[config.mk]
export PLATFORM = sky130hd
export DESIGN_NAME = multicycle_controller
export DESIGN_NICKNAME = d
export VERILOG_FILES = /design/src/rtl/ctrl_pkg.sv /design/src/rtl/ctrl_decode.sv /design/src/rtl/multicycle_controller.sv
export SDC_FILE = /design/constraint.sdc
export NUM_CORES = 1
export LEC_CHECK = 0
export ABC_AREA = 1
export BUFFER_PORTS_ARGS = -buffer_cell sky130_fd_sc_hd__buf_2
export CAP_MARGIN = 20
export CORE_MARGIN = 5
export CORE_UTILIZATION = 48
export CTS_CLUSTER_SIZE = 12
export DETAILED_ROUTE_END_ITERATION = 12
export MAX_ROUTING_LAYER = met4
export PLACE_DENSITY_LB_ADDON = 0.2
export SLEW_MARGIN = 20
export SYNTH_ARGS = -nofsm -noshare
export SYNTH_HDL_FRONTEND = slang
export SYNTH_SLANG_ARGS = --single-unit
[constraint.sdc]
create_clock -name clk -period 2.4 [get_ports clk]
set_input_delay 0 -clock clk [delete_from_list [all_inputs] [get_ports clk]]
set_output_delay 0 -clock clk [all_outputs]
set_load 0.05 [all_outputs]
[src/rtl/ctrl_pkg.sv]
// Shared definitions for the multicycle controller: opcode constants,
// ALUOp encodings, FSM state enum and the decoded instruction class.
package ctrl_pkg;

  localparam int unsigned OPC_W = 7;

  localparam logic [OPC_W-1:0] OP_R    = 7'b0110011;
  localparam logic [OPC_W-1:0] OP_I    = 7'b0010011;
  localparam logic [OPC_W-1:0] OP_LW   = 7'b0000011;
  localparam logic [OPC_W-1:0] OP_SW   = 7'b0100011;
  localparam logic [OPC_W-1:0] OP_BR   = 7'b1100011;
  localparam logic [OPC_W-1:0] OP_LUI  = 7'b0110111;
  localparam logic [OPC_W-1:0] OP_JAL  = 7'b1101111;
  localparam logic [OPC_W-1:0] OP_JALR = 7'b1100111;
  localparam logic [OPC_W-1:0] OP_HALT = 7'b1111111;

  typedef enum logic [1:0] {
    ALU_ADD  = 2'b00,  // LW/SW/JAL address or link arithmetic
    ALU_BR   = 2'b01,  // branch compare
    ALU_FUNC = 2'b10,  // R/I/JALR, function fields decide
    ALU_LUI  = 2'b11
  } alu_op_e;

  typedef enum logic [2:0] {
    S_FETCH  = 3'd0,
    S_DECODE = 3'd1,
    S_EXEC   = 3'd2,
    S_MEM    = 3'd3,
    S_WB     = 3'd4,
    S_HALTED = 3'd5
  } state_e;

  typedef enum logic [3:0] {
    CLS_R, CLS_I, CLS_LW, CLS_SW, CLS_BR,
    CLS_LUI, CLS_JAL, CLS_JALR, CLS_HALT, CLS_ILL
  } instr_cls_e;

endpackage

[src/rtl/ctrl_decode.sv]
// Combinational opcode decoder: instruction class plus EXEC-stage ALU controls.
// Ports: opcode in; cls, alu_src, alu_op out.
module ctrl_decode
  import ctrl_pkg::*;
#(
  parameter int unsigned OPCODE_W = 7
) (
  input  logic [OPCODE_W-1:0] opcode,
  output instr_cls_e          cls,
  output logic                alu_src,
  output alu_op_e             alu_op
);

  // Class lookup; anything not listed is illegal.
  always_comb begin
    cls = CLS_ILL;
    if      (opcode == OPCODE_W'(OP_R))    cls = CLS_R;
    else if (opcode == OPCODE_W'(OP_I))    cls = CLS_I;
    else if (opcode == OPCODE_W'(OP_LW))   cls = CLS_LW;
    else if (opcode == OPCODE_W'(OP_SW))   cls = CLS_SW;
    else if (opcode == OPCODE_W'(OP_BR))   cls = CLS_BR;
    else if (opcode == OPCODE_W'(OP_LUI))  cls = CLS_LUI;
    else if (opcode == OPCODE_W'(OP_JAL))  cls = CLS_JAL;
    else if (opcode == OPCODE_W'(OP_JALR)) cls = CLS_JALR;
    else if (opcode == OPCODE_W'(OP_HALT)) cls = CLS_HALT;
  end

  // Immediate operand select and ALU operation class.
  always_comb begin
    alu_src = 1'b0;
    alu_op  = ALU_ADD;
    case (cls)
      CLS_LW, CLS_SW: alu_src = 1'b1;
      CLS_I:    begin alu_src = 1'b1; alu_op = ALU_FUNC; end
      CLS_JALR: begin alu_src = 1'b1; alu_op = ALU_FUNC; end
      CLS_LUI:  begin alu_src = 1'b1; alu_op = ALU_LUI;  end
      CLS_R:    alu_op = ALU_FUNC;
      CLS_BR:   alu_op = ALU_BR;
      default: ;
    endcase
  end

endmodule

[src/rtl/multicycle_controller.sv]
// Multicycle CPU control FSM: FETCH/DECODE/EXEC/MEM/WB/HALTED with a memory
// wait-timeout watchdog. Controls are decoded from state, opcode and
// mem_ready and forced to 0 while reset is high.
// Ports: clk, reset (async, active-high), Opcode, mem_ready in;
//   pc_write, ir_write, ALUSrc, MemtoReg, JaltoReg, JalrSel, Branch,
//   RegWrite, MemRead, MemWrite, ALUOp[2], Halt, mem_err, illegal, state[3] out.
// Option: CTRL_PERF_CNT_EN adds cycle_cnt / instr_cnt performance counters.
module multicycle_controller
  import ctrl_pkg::*;
#(
  parameter int unsigned OPCODE_W = 7,
  parameter int unsigned WAIT_MAX = 15,
  parameter int unsigned CNT_W    = 32
) (
  input  logic                clk,
  input  logic                reset,
  input  logic [OPCODE_W-1:0] Opcode,
  input  logic                mem_ready,
  output logic                pc_write,
  output logic                ir_write,
  output logic                ALUSrc,
  output logic                MemtoReg,
  output logic                JaltoReg,
  output logic                JalrSel,
  output logic                Branch,
  output logic                RegWrite,
  output logic                MemRead,
  output logic                MemWrite,
  output logic [1:0]          ALUOp,
  output logic                Halt,
  output logic                mem_err,
  output logic                illegal,
  output logic [2:0]          state
`ifdef CTRL_PERF_CNT_EN
  ,
  output logic [CNT_W-1:0]    cycle_cnt,
  output logic [CNT_W-1:0]    instr_cnt
`endif
);

  // wait_q only ever holds 0..WAIT_MAX-1.
  localparam int unsigned WAIT_W = (WAIT_MAX > 1) ? $clog2(WAIT_MAX) : 1;

  if (WAIT_MAX < 1 || CNT_W < 1 || OPCODE_W < OPC_W) begin : g_param_check
    $error("multicycle_controller: invalid parameter values");
  end

  state_e            state_q, state_d;
  logic [WAIT_W-1:0] wait_q, wait_d;
  logic              mem_err_q;
  logic              timeout_c;

  instr_cls_e cls_c;
  logic       dec_alu_src_c;
  alu_op_e    dec_alu_op_c;

  logic    pc_write_c, ir_write_c, alu_src_c, mem_to_reg_c, jal_to_reg_c;
  logic    jalr_sel_c, branch_c, reg_write_c, mem_read_c, mem_write_c;
  logic    halt_c, illegal_c;
  alu_op_e alu_op_c;

  ctrl_decode #(.OPCODE_W(OPCODE_W)) u_decode (
    .opcode  (Opcode),
    .cls     (cls_c),
    .alu_src (dec_alu_src_c),
    .alu_op  (dec_alu_op_c)
  );

  // State, wait counter and sticky timeout flag.
  always_ff @(posedge clk or posedge reset) begin
    if (reset) begin
      state_q   <= S_FETCH;
      wait_q    <= '0;
      mem_err_q <= 1'b0;
    end else begin
      state_q <= state_d;
      wait_q  <= wait_d;
      if (timeout_c) mem_err_q <= 1'b1;
    end
  end

  // Next state and per-state controls.
  always_comb begin
    state_d      = state_q;
    timeout_c    = 1'b0;
    pc_write_c   = 1'b0;
    ir_write_c   = 1'b0;
    alu_src_c    = 1'b0;
    mem_to_reg_c = 1'b0;
    jal_to_reg_c = 1'b0;
    jalr_sel_c   = 1'b0;
    branch_c     = 1'b0;
    reg_write_c  = 1'b0;
    mem_read_c   = 1'b0;
    mem_write_c  = 1'b0;
    halt_c       = 1'b0;
    illegal_c    = 1'b0;
    alu_op_c     = ALU_ADD;
    case (state_q)
      S_FETCH: begin
        mem_read_c = 1'b1;
        if (mem_ready) begin
          ir_write_c = 1'b1;
          pc_write_c = 1'b1;
          state_d    = S_DECODE;
        end else if (wait_q == WAIT_W'(WAIT_MAX - 1)) begin
          timeout_c = 1'b1;
          state_d   = S_HALTED;
        end
      end
      S_DECODE: begin
        if (cls_c == CLS_HALT) begin
          state_d = S_HALTED;
        end else if (cls_c == CLS_ILL) begin
          illegal_c = 1'b1;
          state_d   = S_FETCH;
        end else begin
          state_d = S_EXEC;
        end
      end
      S_EXEC: begin
        alu_src_c = dec_alu_src_c;
        alu_op_c  = dec_alu_op_c;
        case (cls_c)
          CLS_LW, CLS_SW: state_d = S_MEM;
          CLS_BR: begin
            branch_c = 1'b1;
            state_d  = S_FETCH;
          end
          default: state_d = S_WB;
        endcase
      end
      S_MEM: begin
        // Only LW/SW reach MEM, so anything not LW is a store.
        mem_read_c  = (cls_c == CLS_LW);
        mem_write_c = (cls_c != CLS_LW);
        if (mem_ready) begin
          state_d = (cls_c == CLS_LW) ? S_WB : S_FETCH;
        end else if (wait_q == WAIT_W'(WAIT_MAX - 1)) begin
          timeout_c = 1'b1;
          state_d   = S_HALTED;
        end
      end
      S_WB: begin
        reg_write_c  = 1'b1;
        mem_to_reg_c = (cls_c == CLS_LW);
        jal_to_reg_c = (cls_c == CLS_JAL) || (cls_c == CLS_JALR);
        jalr_sel_c   = (cls_c == CLS_JALR);
        state_d      = S_FETCH;
      end
      S_HALTED: halt_c = 1'b1;
      default:  state_d = S_FETCH;
    endcase
  end

  // Count consecutive stalled cycles; any ready or state change restarts it.
  always_comb begin
    wait_d = '0;
    if ((state_q == S_FETCH || state_q == S_MEM) && !mem_ready && state_d == state_q)
      wait_d = wait_q + WAIT_W'(1);
  end

  assign pc_write = pc_write_c   & ~reset;
  assign ir_write = ir_write_c   & ~reset;
  assign ALUSrc   = alu_src_c    & ~reset;
  assign MemtoReg = mem_to_reg_c & ~reset;
  assign JaltoReg = jal_to_reg_c & ~reset;
  assign JalrSel  = jalr_sel_c   & ~reset;
  assign Branch   = branch_c     & ~reset;
  assign RegWrite = reg_write_c  & ~reset;
  assign MemRead  = mem_read_c   & ~reset;
  assign MemWrite = mem_write_c  & ~reset;
  assign ALUOp    = reset ? 2'b00 : alu_op_c;
  assign Halt     = halt_c       & ~reset;
  assign illegal  = illegal_c    & ~reset;
  assign mem_err  = mem_err_q;
  assign state    = state_q;

`ifdef CTRL_PERF_CNT_EN
  logic retire_c;

  // An instruction retires when it returns to FETCH from EXEC, MEM or WB.
  assign retire_c = (state_d == S_FETCH) &&
                    (state_q == S_EXEC || state_q == S_MEM || state_q == S_WB);

  // Free-running, wrapping performance counters.
  always_ff @(posedge clk or posedge reset) begin
    if (reset) begin
      cycle_cnt <= '0;
      instr_cnt <= '0;
    end else begin
      if (state_q != S_HALTED) cycle_cnt <= cycle_cnt + CNT_W'(1);
      if (retire_c)            instr_cnt <= instr_cnt + CNT_W'(1);
    end
  end
`endif

endmodule

-- Word level (Yosys, flattened, before mapping)
Index checks and enable logic that the tools add are counted.
- logic and storage cells: 93
- memory bits (writable): 0
- register bits: 8
- memories: 0
- latch bits: 0
- input port bits: 10
- memory bits (read-only): 0
- output and inout bits: 18
- shifts and indexed selects: 0
- bitwise gates (word level): 12
- divide/modulo/power cells: 0
- add/subtract/negate cells: 1
- equal/unequal tests: 26
- mux-type cells: 40
- order comparisons: 0
- $mul: 0
- reductions and logical operators: 11
- operator list (kind ; number):
    $mux 4 ; 9
    $eq 7x7->1 const B ; 4
    $eq 7x6->1 const B ; 3
    $mux 1 ; 19
    $eq 4x3->1 const B ; 4
    $mux 3 ; 5
    $pmux 3 s5 ; 1
    $eq 4x4->1 const B ; 3
    $and 1x1->1 ; 11
    $eq 4x2->1 const B ; 2
    $eq 7x2->1 const B ; 1
    $eq 7x5->1 const B ; 1
    $eq 3x2->1 const B ; 2
    $eq 3x3->1 const B ; 2
    $mux 2 ; 3
    $pmux 2 s3 ; 1
    $pmux 3 s2 ; 1
    $reduce_or 5->1 ; 1
    $add 4x1->4 const B ; 1
    $eq 4x1->1 const B ; 1
    $logic_not 4->1 ; 1
    $ne 4x2->1 const B ; 1
    $reduce_or 2->1 ; 2
    $eq 3x1->1 const B ; 1
    8 further kinds ; 10

-- Logic depth before layout (Yosys ltp)
- word-level depth: 17
- gate-level depth with buffers: 11
- gate-level depth less buffers: 11

-- Cells and area by module
From an unflattened synthesis, not the netlist that was laid out.
- cells, all modules: 134
- area total of the unflattened synthesis: 805.8 um2
- modules (own cells, without submodules) (module ; instances ; area each (um2) ; cells an instance ; sequential area each (um2)):
    multicycle_controller ; 1 ; 623.1 ; 91 ; 200.2
    ctrl_decode ; 1 ; 182.7 ; 43 ; 0.0

-- Worst setup path before layout
No wires, ideal clock.
- kind: register to output
- start: register state_q[1] (netlist: state[1])
- end: output pc_write
- slack: -0.005 ns
- stages on the path, launching flop included: 5
- buffers on the path: 1
- data required time: 2.400 ns
- arrival: 2.405 ns
- path through: dfrtp_1 nor2_1 nand2_1 nor3_1 buf_4
- cells in the longest elaborated chain, start to end: 3
- RTL lines (element ; line ; source):
    from (decl) ; multicycle_controller.sv:48 ; state_e state_q, state_d;
    from (signal assigned) ; multicycle_controller.sv:76 ; state_q <= state_d;
    $logic_not 3->1 ; -- ;
    $mux 1 ; -- ;
    $and 1x1->1 ; -- ;
    to (decl) ; multicycle_controller.sv:19 ; output logic pc_write,
Every way passes these cells.

-- Worst setup path after layout
- start: input reset
- end: output MemtoReg
- cells in the longest elaborated chain, start to end: 2
- RTL lines (element ; line ; source):
    from (decl) ; multicycle_controller.sv:16 ; input logic reset,
    $not 1->1 ; multicycle_controller.sv:166 ; assign MemtoReg = mem_to_reg_c & ~reset;
    $and 1x1->1 ; multicycle_controller.sv:166 ;
    to (decl) ; multicycle_controller.sv:22 ; output logic MemtoReg,
Every way passes these cells.

==> qor.yml <==
cells_and_area:
  seq_area_um2: 200
  nets: 159
  areaGrowthSynthToFinish_pct: 24.3
  final_util: 0.629
  final_common_cell: "buf_2"
  instances_no_fill: 161
  fillCellCount: 140
  drive_above_1_share: 0.400
  insertedDiodeCount: 0
  multi_input_area_um2: 492
  mostFrequentLayoutCells: "buf_2, nand2_1, nor2_1, nand3_1, inv_1"
clock_tree:
  ctsHtreeMaxLevel: 1
  path_clk_slew_ns: 0.05
  root_buffer: "clkbuf_4"
  insertion_delay_ns: 0.24
  cts_tree: "yes"
  cts_sinks: 8
  cts_buffers: 3
  ctsLongestPathBuffers: 2
pwr:
  power.leakage_nw: 0.576
  power_uw: 376
  ir_drop_mv: 0.344
  p_per_area_mw_per_mm2: 397
routing:
  wl_met1_um: 717
  drt-pass1-iter-count: 4
  met3_length_um: 80
  top_layer: "met3"
  drtAntennaViolNets: 0
  vias: 847
  drt_wl_total_um: 1780
  wl_per_cell_um: 11.1
  wl_met2_um: 984
  drc_errors: 0
  vias_per_cell: 5.26
  drt_iter0_drc: 19
die:
  core_mm2: 0.00151
  die_h_um: 49.8
  start_util: 0.506
  die_w_um: 49.8
  die_area_mm2: 0.00248
  io_pins: 28
  rows: 14
synthesis:
  yosysSeqAreaShare: 0.263
  yosys-top-cells-area: "dfrtp_1, nand2_1, nand3_1"
  avgSynthCellArea_um2: 6.63
  synthCells: 115
  yosysTopAreaCell: "dfrtp_1"
  synth.distinct_cells: 24
  synth_warnings: 0
  syn_area_um2: 762
  syn_nets: 127
  yosysTopAreaCellShare: 0.263
  synth.ff_latch_count: 8
place:
  dp_hpwl_um: 1580
  dp.cells: 157
  gp_congestion: 0.887
  port_buffers: 27
sta:
  slew_viol_final: 0
  clock_skew_ns: 0.000563
  relSlewSlack: 0.771
  setup-tns-final_ns: 0
  hold_viol: 0
  setup_viol: 0
  period_needed_ns: 1.72
  rsz0062_at_grt: "false"
  hold_ws_ns: 0.124
  fin_crit_sh: 0.715
  max_clock_freq_ghz: 0.582
  tightest_slew_ns: 0.342
global_route:
  antenna_found_initial: 0
  grt_max_degree: 11
  grt_pass1_wl_um: 3030
  grt-ovfl-total: 0
  grt_use_total: 0.151
  grt_pass1_vias: 751
worst_setup_path:
  timing.rr.start: "wait_q[0]"
  cp_max_fo: 10
  crit_arrival_ns: 1.72
  crit_path_frequent_cell: "buf_2"
  crit-reg2reg-capture: "wait_q[3]"
  critPathSlowestCell: "dlygate4sd3_1"
  r2r_slack_ns: 0.94
  startpoint: "reset"
  worst-endpoint-required_ns: 2.40
  critical_path.max_stage_delay_ns: 0.53
  cp-end-kind: "output port"
  critPathKind: "primary input to output port"
  r2r_cells: 9
  cp-start-kind: "primary input"
  crit_path_cell_trace: "dlygate4sd3_1, buf_2, inv_1, nand3_1, nor3_1, buf_2"
run_status:
  outcome: "finished clean"
min_path:
  hold_path.class: "primary input to flop"
  min_to: "state[2]"
  min_from: "mem_ready"
  hold_path_depth: 5
flow_run:
  cap_violations: 0
==> critical path, delay by kind of cell <==
kind	cells	cell delay, ns
buffers and inverters	4	1.26
and+or+nand+nor	2	0.45
==> state kept, by name (all words and copies together), names as in the netlist <==
register  cells
wait_q        4
state         3
mem_err       1
==> cell usage after synthesis <==
library cell and instances:
nand2_1 19, nor2_1 14, nand3_1 13, inv_1 11, dfrtp_1 8, inv_2 7, nand2_2 7, nor2_2 7
nor3_1 6, a21oi_1 3, nand4_1 3, ha_1 2, nand3_2 2, nand3b_1 2, nor3_2 2, a21boi_2 1
a21o_1 1, buf_4 1, nor2_4 1, nor4_1 1, o211ai_1 1, o21ai_0 1, xnor2_1 1, xor2_1 1
==> kinds of logic (layout without fill, tap and decap cells) <==
| family | count (synthesis) | count (layout) | synth area share |
|---|---|---|---|
| xor gates and xnor gates | 2 | 2 | 0.0230 |
| and+or+nand+nor | 77 | 77 | 0.522 |
| buffers and inverters | 19 | 49 | 0.0985 |
| DFF | 8 | 8 | 0.263 |
| adders and majority gates | 2 | 2 | 0.0328 |
| AOI/OAI and AO/OA | 7 | 7 | 0.0607 |
==> layer usage <==
metal  track usage  up-vias
met5             -        -
met4        0.0611        0
met3       0.00602        0
met2         0.278       26
met1         0.167      385
li1              -      436
==> how the worst max path moves through the flow <==
stage                     cells past startpoint  slack [ns]         to
final                                         6        0.68   MemtoReg
after global placement                        8        0.99   ALUOp[0]
after CTS                                     6        0.67   MemtoReg
after floorplan                               3        0.02   MemWrite
after detailed placement                      9        0.94  wait_q[3]
after global routing                          6        0.56   MemtoReg
==> repair_timing <==
action | CTS | global route
resized for setup | 0 | 0
endpoints found under the hold margin | 8 | 0
hold buffers | 1 | 0
setup buffers | 0 | 0
==> per-stage QoR <==
step / setup slack [ns] / instance area (um^2)
after global placement: 0.986 / 915
after CTS: 0.670 / 947
after detailed placement: 0.942 / 915
after global routing: 0.560 / 947
after floorplan: 0.0195 / 767
final: 0.683 / 947
==> area by class of cell <==
cell class,count,area share
multi-input combinational,88,0.519
sequential,8,0.211
timing repair buffer,28,0.153
inverter,18,0.0713
clock buffer,3,0.0238
tap,16,0.0211
==> power by group <==
group	total (mW)	internal [mW]	leakage, nW	switching (mW)
Combinational	0.130	0.0360	0.453	0.0941
Sequential	0.152	0.143	0.109	0.00943
Clock	0.0939	0.0566	0.0138	0.0373
Total	0.376	0.235	0.576	0.141
(Power assumes the default switching activity.)
